--- src/rtl/apu_frame_sequencer.sv ---
// APU frame sequencer: shared quarter/half-frame timebase with $4017 mode control.
// Define APU_FRAME_IRQ_EN to build the frame IRQ flag, IRQ inhibit and $4015 read-clear.
module apu_frame_sequencer #(
    parameter int STEP1    = 7457,
    parameter int STEP2    = 14913,
    parameter int STEP3    = 22371,
    parameter int STEP4    = 29829,
    parameter int STEP5    = 37281,
    parameter int WR_DELAY = 3
) (
    input  logic       clk,
    input  logic       rst_n,
    input  logic       apu_ce,
    input  logic       wr_4017,
    input  logic [7:0] wr_data,
    input  logic       rd_4015,
    output logic       quarter_frame,
    output logic       half_frame,
    output logic       frame_irq
);

    localparam logic [15:0] S1 = 16'(STEP1);
    localparam logic [15:0] S2 = 16'(STEP2);
    localparam logic [15:0] S3 = 16'(STEP3);
    localparam logic [15:0] S4 = 16'(STEP4);
    localparam logic [15:0] S5 = 16'(STEP5);
    localparam logic [2:0]  WD = 3'(WR_DELAY);

    logic [15:0] cnt;
    logic        mode;
    logic        pmode;
    logic        pend;
    logic [2:0]  dly;

    logic        restart_tick;
    logic        at_wrap;
    logic        step_q;
    logic        step_h;

    // The wrap step is always a quarter+half event: STEP4 in 4-step mode, STEP5 in 5-step mode.
    always_comb begin
        restart_tick = apu_ce && pend && (dly == 3'd1);
        at_wrap      = (cnt == (mode ? S5 : S4));
        step_q       = (cnt == S1) || (cnt == S2) || (cnt == S3) || at_wrap;
        step_h       = (cnt == S2) || at_wrap;
    end

    always_ff @(posedge clk or negedge rst_n) begin
        if (!rst_n) begin
            cnt           <= 16'd0;
            mode          <= 1'b0;
            pmode         <= 1'b0;
            pend          <= 1'b0;
            dly           <= 3'd0;
            quarter_frame <= 1'b0;
            half_frame    <= 1'b0;
        end else begin
            quarter_frame <= 1'b0;
            half_frame    <= 1'b0;
            if (restart_tick) begin
                cnt           <= 16'd0;
                mode          <= pmode;
                pend          <= 1'b0;
                quarter_frame <= pmode;
                half_frame    <= pmode;
            end else if (apu_ce) begin
                quarter_frame <= step_q;
                half_frame    <= step_h;
                cnt           <= at_wrap ? 16'd0 : cnt + 16'd1;
                if (pend) begin
                    dly <= dly - 3'd1;
                end
            end
            // A write reloads the delay last so it beats any same-cycle decrement or restart.
            if (wr_4017) begin
                pmode <= wr_data[7];
                pend  <= 1'b1;
                dly   <= WD;
            end
        end
    end

`ifdef APU_FRAME_IRQ_EN
    logic inhibit;
    logic irq;
    logic irq_set;
    logic unused_bits;

    assign irq_set     = apu_ce && !restart_tick && !mode && (cnt == S4) && !inhibit;
    assign unused_bits = ^wr_data[5:0];

    always_ff @(posedge clk or negedge rst_n) begin
        if (!rst_n) begin
            inhibit <= 1'b0;
            irq     <= 1'b0;
        end else begin
            if (wr_4017) begin
                inhibit <= wr_data[6];
            end
            if (wr_4017 && wr_data[6]) begin
                irq <= 1'b0;
            end else if (irq_set) begin
                irq <= 1'b1;
            end else if (rd_4015) begin
                irq <= 1'b0;
            end
        end
    end

    assign frame_irq = irq;
`else
    logic unused_bits;

    assign unused_bits = ^{rd_4015, wr_data[6:0]};
    assign frame_irq   = 1'b0;
`endif

endmodule

--- config.mk ---
export PLATFORM = sky130hd
export DESIGN_NAME = apu_frame_sequencer
export DESIGN_NICKNAME = d
export VERILOG_FILES = /design/src/rtl/apu_frame_sequencer.sv
export SDC_FILE = /design/constraint.sdc
export NUM_CORES = 1
export LEC_CHECK = 0
export CORE_AREA = 10 10 66 68
export CTS_CLUSTER_SIZE = 14
export DETAILED_ROUTE_END_ITERATION = 10
export DIE_AREA = 0 0 76 78
export GPL_ROUTABILITY_DRIVEN = 0
export GPL_TIMING_DRIVEN = 0
export MAX_ROUTING_LAYER = met4
export SLEW_MARGIN = 20
export SYNTH_ARGS = -nofsm -noshare
export SYNTH_HDL_FRONTEND = slang
export SYNTH_SLANG_ARGS = --single-unit
--- constraint.sdc ---
create_clock -name clk -period 1.75 [get_ports clk]
set_input_delay 0.525 -clock clk [delete_from_list [all_inputs] [get_ports clk]]
set_output_delay 0.525 -clock clk [all_outputs]
set_load 0.005 [all_outputs]
# Yosys cells after proc, flatten, opt, wreduce, memory -nomap -nowiden
# Index checks and enable logic that the tools add are counted.
# op_classes
reduce_logical	11
mux	14
shifts	0
n_eq_ne	6
add_sub_neg	2
multipliers	0
order_cmp	0
div_mod_pow	0
bitwise	0
# op_table
cell	count
16-bit 2-to-1 mux	4
16-bit by 1-bit adder with 16-bit output (second input constant)	1
16-bit by 13-bit == test with 1-bit output (second input constant)	1
16-bit by 14-bit == test with 1-bit output (second input constant)	1
16-bit by 15-bit == test with 1-bit output (second input constant)	1
16-bit == test	1
3-bit 2-to-1 mux	4
2-bit nonzero test	4
1-bit 2-to-1 mux	6
1-bit logical OR	4
3-bit by 1-bit == test with 1-bit output (second input constant)	1
3-bit AND reduction	1
3-bit by 1-bit subtractor with 3-bit output (second input constant)	1
1-bit logical AND	2
2-bit inequality test (second input constant)	1
# totals
mem_bits_ro	0
memories	0
latchBits	0
ram_bits	0
word_cells	40
ff_bits	24

# Longest topological paths before layout
# depth
depth_word	6
ltp_mapped	8
mapped_depth_nobuf	7

# Worst setup path before layout
# No wires, ideal clock.
# synth_path
kind	reg2reg
startpoint	reg dly[1]
endpoint	reg dly[1]
stages_incl_launch_ff	9
period_less_slack_ns	1.494
arrival_time_ns	1.371
slack_ns	0.256
setup_time_ns	0.124
n_path_buf	1
cell_sequence	dfrtp_1 > inv_1 > ha_1 > nand3b_1 > and2_1 > clkbuf_1 > nand2_1 > nor2_1 > a211o_1
# synth_between
elab_chain_len	5
# synth_rtl
item	line	text
start, declared	33	logic [2:0] dly;
start signal, assigned	71	dly <= dly - 3'd1;
3-bit by 1-bit subtractor with 3-bit output	71	
3-bit 2-to-1 mux	70	if (pend) begin
3-bit 2-to-1 mux	66	end else if (apu_ce) begin
3-bit 2-to-1 mux	60	if (restart_tick) begin
3-bit 2-to-1 mux	75	if (wr_4017) begin
# Several ways; a longest one is shown, not always the timed one. The select of a mux whose other input is x is not followed.
# A chain may end at the register's enable or synchronous reset.

# Worst setup path after layout
# layout_path
startpoint	reg half_frame
endpoint	out half_frame
# layout_lines
item	line	text
start, declared	18	output logic half_frame,
start signal, assigned	65	half_frame <= pmode;
start signal, assigned	68	half_frame <= step_h;
# No word-level cell between the ends.

==> flow_metrics.tcl <==
set metrics [dict create \
    io_pins 16 \
    fillers 310 \
    maxSlewViolCount 0 \
    synthCells 144 \
    ys_top_cells_by_count "24 x dfrtp_1, 17 x nor2_1, 15 x nand2_1" \
    area_delta_synth_final_pct 15.6 \
    finalWirelength_mm 2.76 \
    worstPathMaxFanout 1 \
    dieArea_sq_um 5930 \
    synthMuxAreaShare 0.00751 \
    synthArstFlopShare 1.00 \
    synth_edf_count 0 \
    core-area_sq_um 3180 \
    endpoint_kind "output port" \
    wl_per_cell_microns 13.6 \
    post-route-period-util 0.948 \
    totalNegativeSetupSlack_ps 0 \
    cts_buffer_depth 2 \
    crit_required_ps 1220 \
    synth_compound_area_frac 0.0986 \
    rows 21 \
    initial_core_util 0.419 \
    slowest_stage "clkdlybuf4s50_1" \
    tightestPinTransition_ps 535 \
    whs_ps 180 \
    drtAntennaViolNets 0 \
    grt_max_degree 25 \
    syn_avg_cell_area_sq_um 9.25 \
    status "completed" \
    yosysSeqAreaShare 0.451 \
    synth.most_common_cell "dfrtp_1" \
    synth_area_leaders "dfrtp_1 45%, nand4_1 5.6%, xor2_1 5.3%" \
    yosys.area_share.simple 0.295 \
    overflow 0 \
    io_buffers 6 \
    die_y_microns 78 \
    ys_warn_count 0 \
    cts_tree "built" \
    maxCapViolCount 0 \
    htreeDepth 1 \
    via_count 1088 \
    syn-cell-area_sq_um 1330 \
    insertedDiodeCount 0 \
    drt_iter0_markers 56 \
    clk_pin_slew_ps 120 \
    yosys.area.top_type_share 0.451 \
    worst_hold_path_type "input port to async pin" \
    grt_antenna_before_repair 0 \
    final-hold-violation-count 0 \
    final_nets 176 \
    via_per_inst 5.36 \
    cpPeakStageDelay_ps 490 \
    synthAdderAreaFrac 0.0376 \
    arrival_ps 1130 \
    cp_cell_sequence "clkdlybuf4s50_1" \
    vdd_drop_max_mv 0.394 \
    insertion_delay_ps 300 \
    critPathBufInv 1 \
    netlist-cell-type-count 37 \
    synth_top_flop_cell "dfrtp_1" \
    crit_type "register to output port" \
    grt_pass1_vias 998 \
    synthXorXnorAreaFrac 0.0723 \
    grtUsageTotal 0.0970 \
    dp.cells 196 \
    fin_crit_ps 1660 \
    path_delay_family "buffers and inverters" \
    synth_nets 161 \
    die_x_microns 76 \
    cts-root-buf "clkbuf_4" \
    synth_top_family_by_area "simple AND/OR/NAND/NOR gates" \
    grt_first_pass_wirelength_mm 4.75 \
    synth_area_leader_cell "dfrtp_1" \
    startpoint_type "register" \
    drc 0 \
    finClkSkew_ps 0.897 \
    synth_seq_cells 24 \
    drtPass1Iterations 4 \
    report.final.setup_viol 0 \
    p_leak_nw 0.704 \
    finalNonFillerCells 203 \
    slew_headroom 0.643 \
    clock_sinks 24 \
    fmax_ghz 0.603 \
    drive_above_1_share 0.146 \
    numCtsBuffers 3 \
    dp_hpwl_mm 2.04 \
    powerDensity_nw_per_um2 836 \
]
==> flip-flops by register name, indices dropped and copies added, names as in the netlist <==
signal         cells
mode               1
dly                3
pend               1
cnt               16
pmode              1
quarter_frame      1
half_frame         1
==> per-layer routing <==
layer	global-route usage	up-vias	routed length (microns)	share of wire
met3	0.0161	4	82	0.030
li1	-	535	-	-
met1	0.120	527	1360	0.49
met2	0.153	22	1280	0.46
met4	0.0398	0	44	0.016
met5	-	-	0	0
==> where the power goes <==
part / total [mW] / switching (mW) / internal (mW)
Sequential: 0.720 / 0.0865 / 0.634
Combinational: 0.331 / 0.189 / 0.142
Clock: 0.236 / 0.156 / 0.0803
==> final cells by class <==
cell class | instances | area, sq um | share of cell area
inverter | 6 | 26.3 | 0.0171
clock buffer | 3 | 22.5 | 0.0146
sequential | 24 | 602 | 0.391
multi-input combinational | 109 | 712 | 0.462
tap | 46 | 57.6 | 0.0374
buffer | 4 | 25.0 | 0.0162
timing repair buffer | 11 | 95.1 | 0.0617
==> layout by cell type (no fill, tap or decap), types with 3 or more instances in the layout <==
master           Yosys  routed
dfrtp_1             24      23
nor2_1              17      16
nand2_1             15      15
nand4_1             12      12
nand3_1              8       8
xor2_1               8       8
buf_4                1       7
inv_1                6       5
a21o_1               4       4
ha_1                 4       4
clkdlybuf4s50_1      0       4
a21oi_1              3       3
o21ai_0              3       3
xnor2_1              3       3
clkbuf_4             0       3
==> metrics by stage <==
step                      total power, mW  cell area [sq um]  setup WS [ps]  utilization
final                                1.29               1540           91.2        0.484
after global routing                 1.38               1540         -0.849        0.484
after CTS                            1.27               1480           2.69        0.464
after detailed placement             1.04               1450           -425        0.456
after global placement               1.02               1450           -403        0.456
after floorplan                     0.935               1330            256            -
==> repair_timing <==
item	4_1_cts	5_1_grt
hold buffers	0	0
pin swaps	1	3
resized for setup	2	11
setup buffers	0	5
setup endpoints to repair	4	11
==> kinds of logic (layout without fill, tap and decap cells) <==
logic type,after synthesis,in the layout
AO/OA/AOI/OAI,19,19
flip-flops,24,24
buffers and inverters,11,24
multiplexers,1,1
adder cells (fa/ha/maj),4,4
XOR/XNOR,11,11
AND/OR/NAND/NOR,73,73
other,1,1
==> path summary, 6_finish.rpt <==
check / from / to / slack, ps / cells after the start
min: rst_n / pmode / 180 / 1
max reg2reg: cnt[0] / cnt[8] / 100 / 6
max: half_frame / half_frame / 90 / 1
min reg2reg: dly[1] / dly[1] / 510 / 1
max in group asynchronous: rst_n / cnt[6] / 1180 / 1
min in group clk: dly[1] / dly[1] / 510 / 1
No activity file was read; power rests on OpenSTA's default activity.
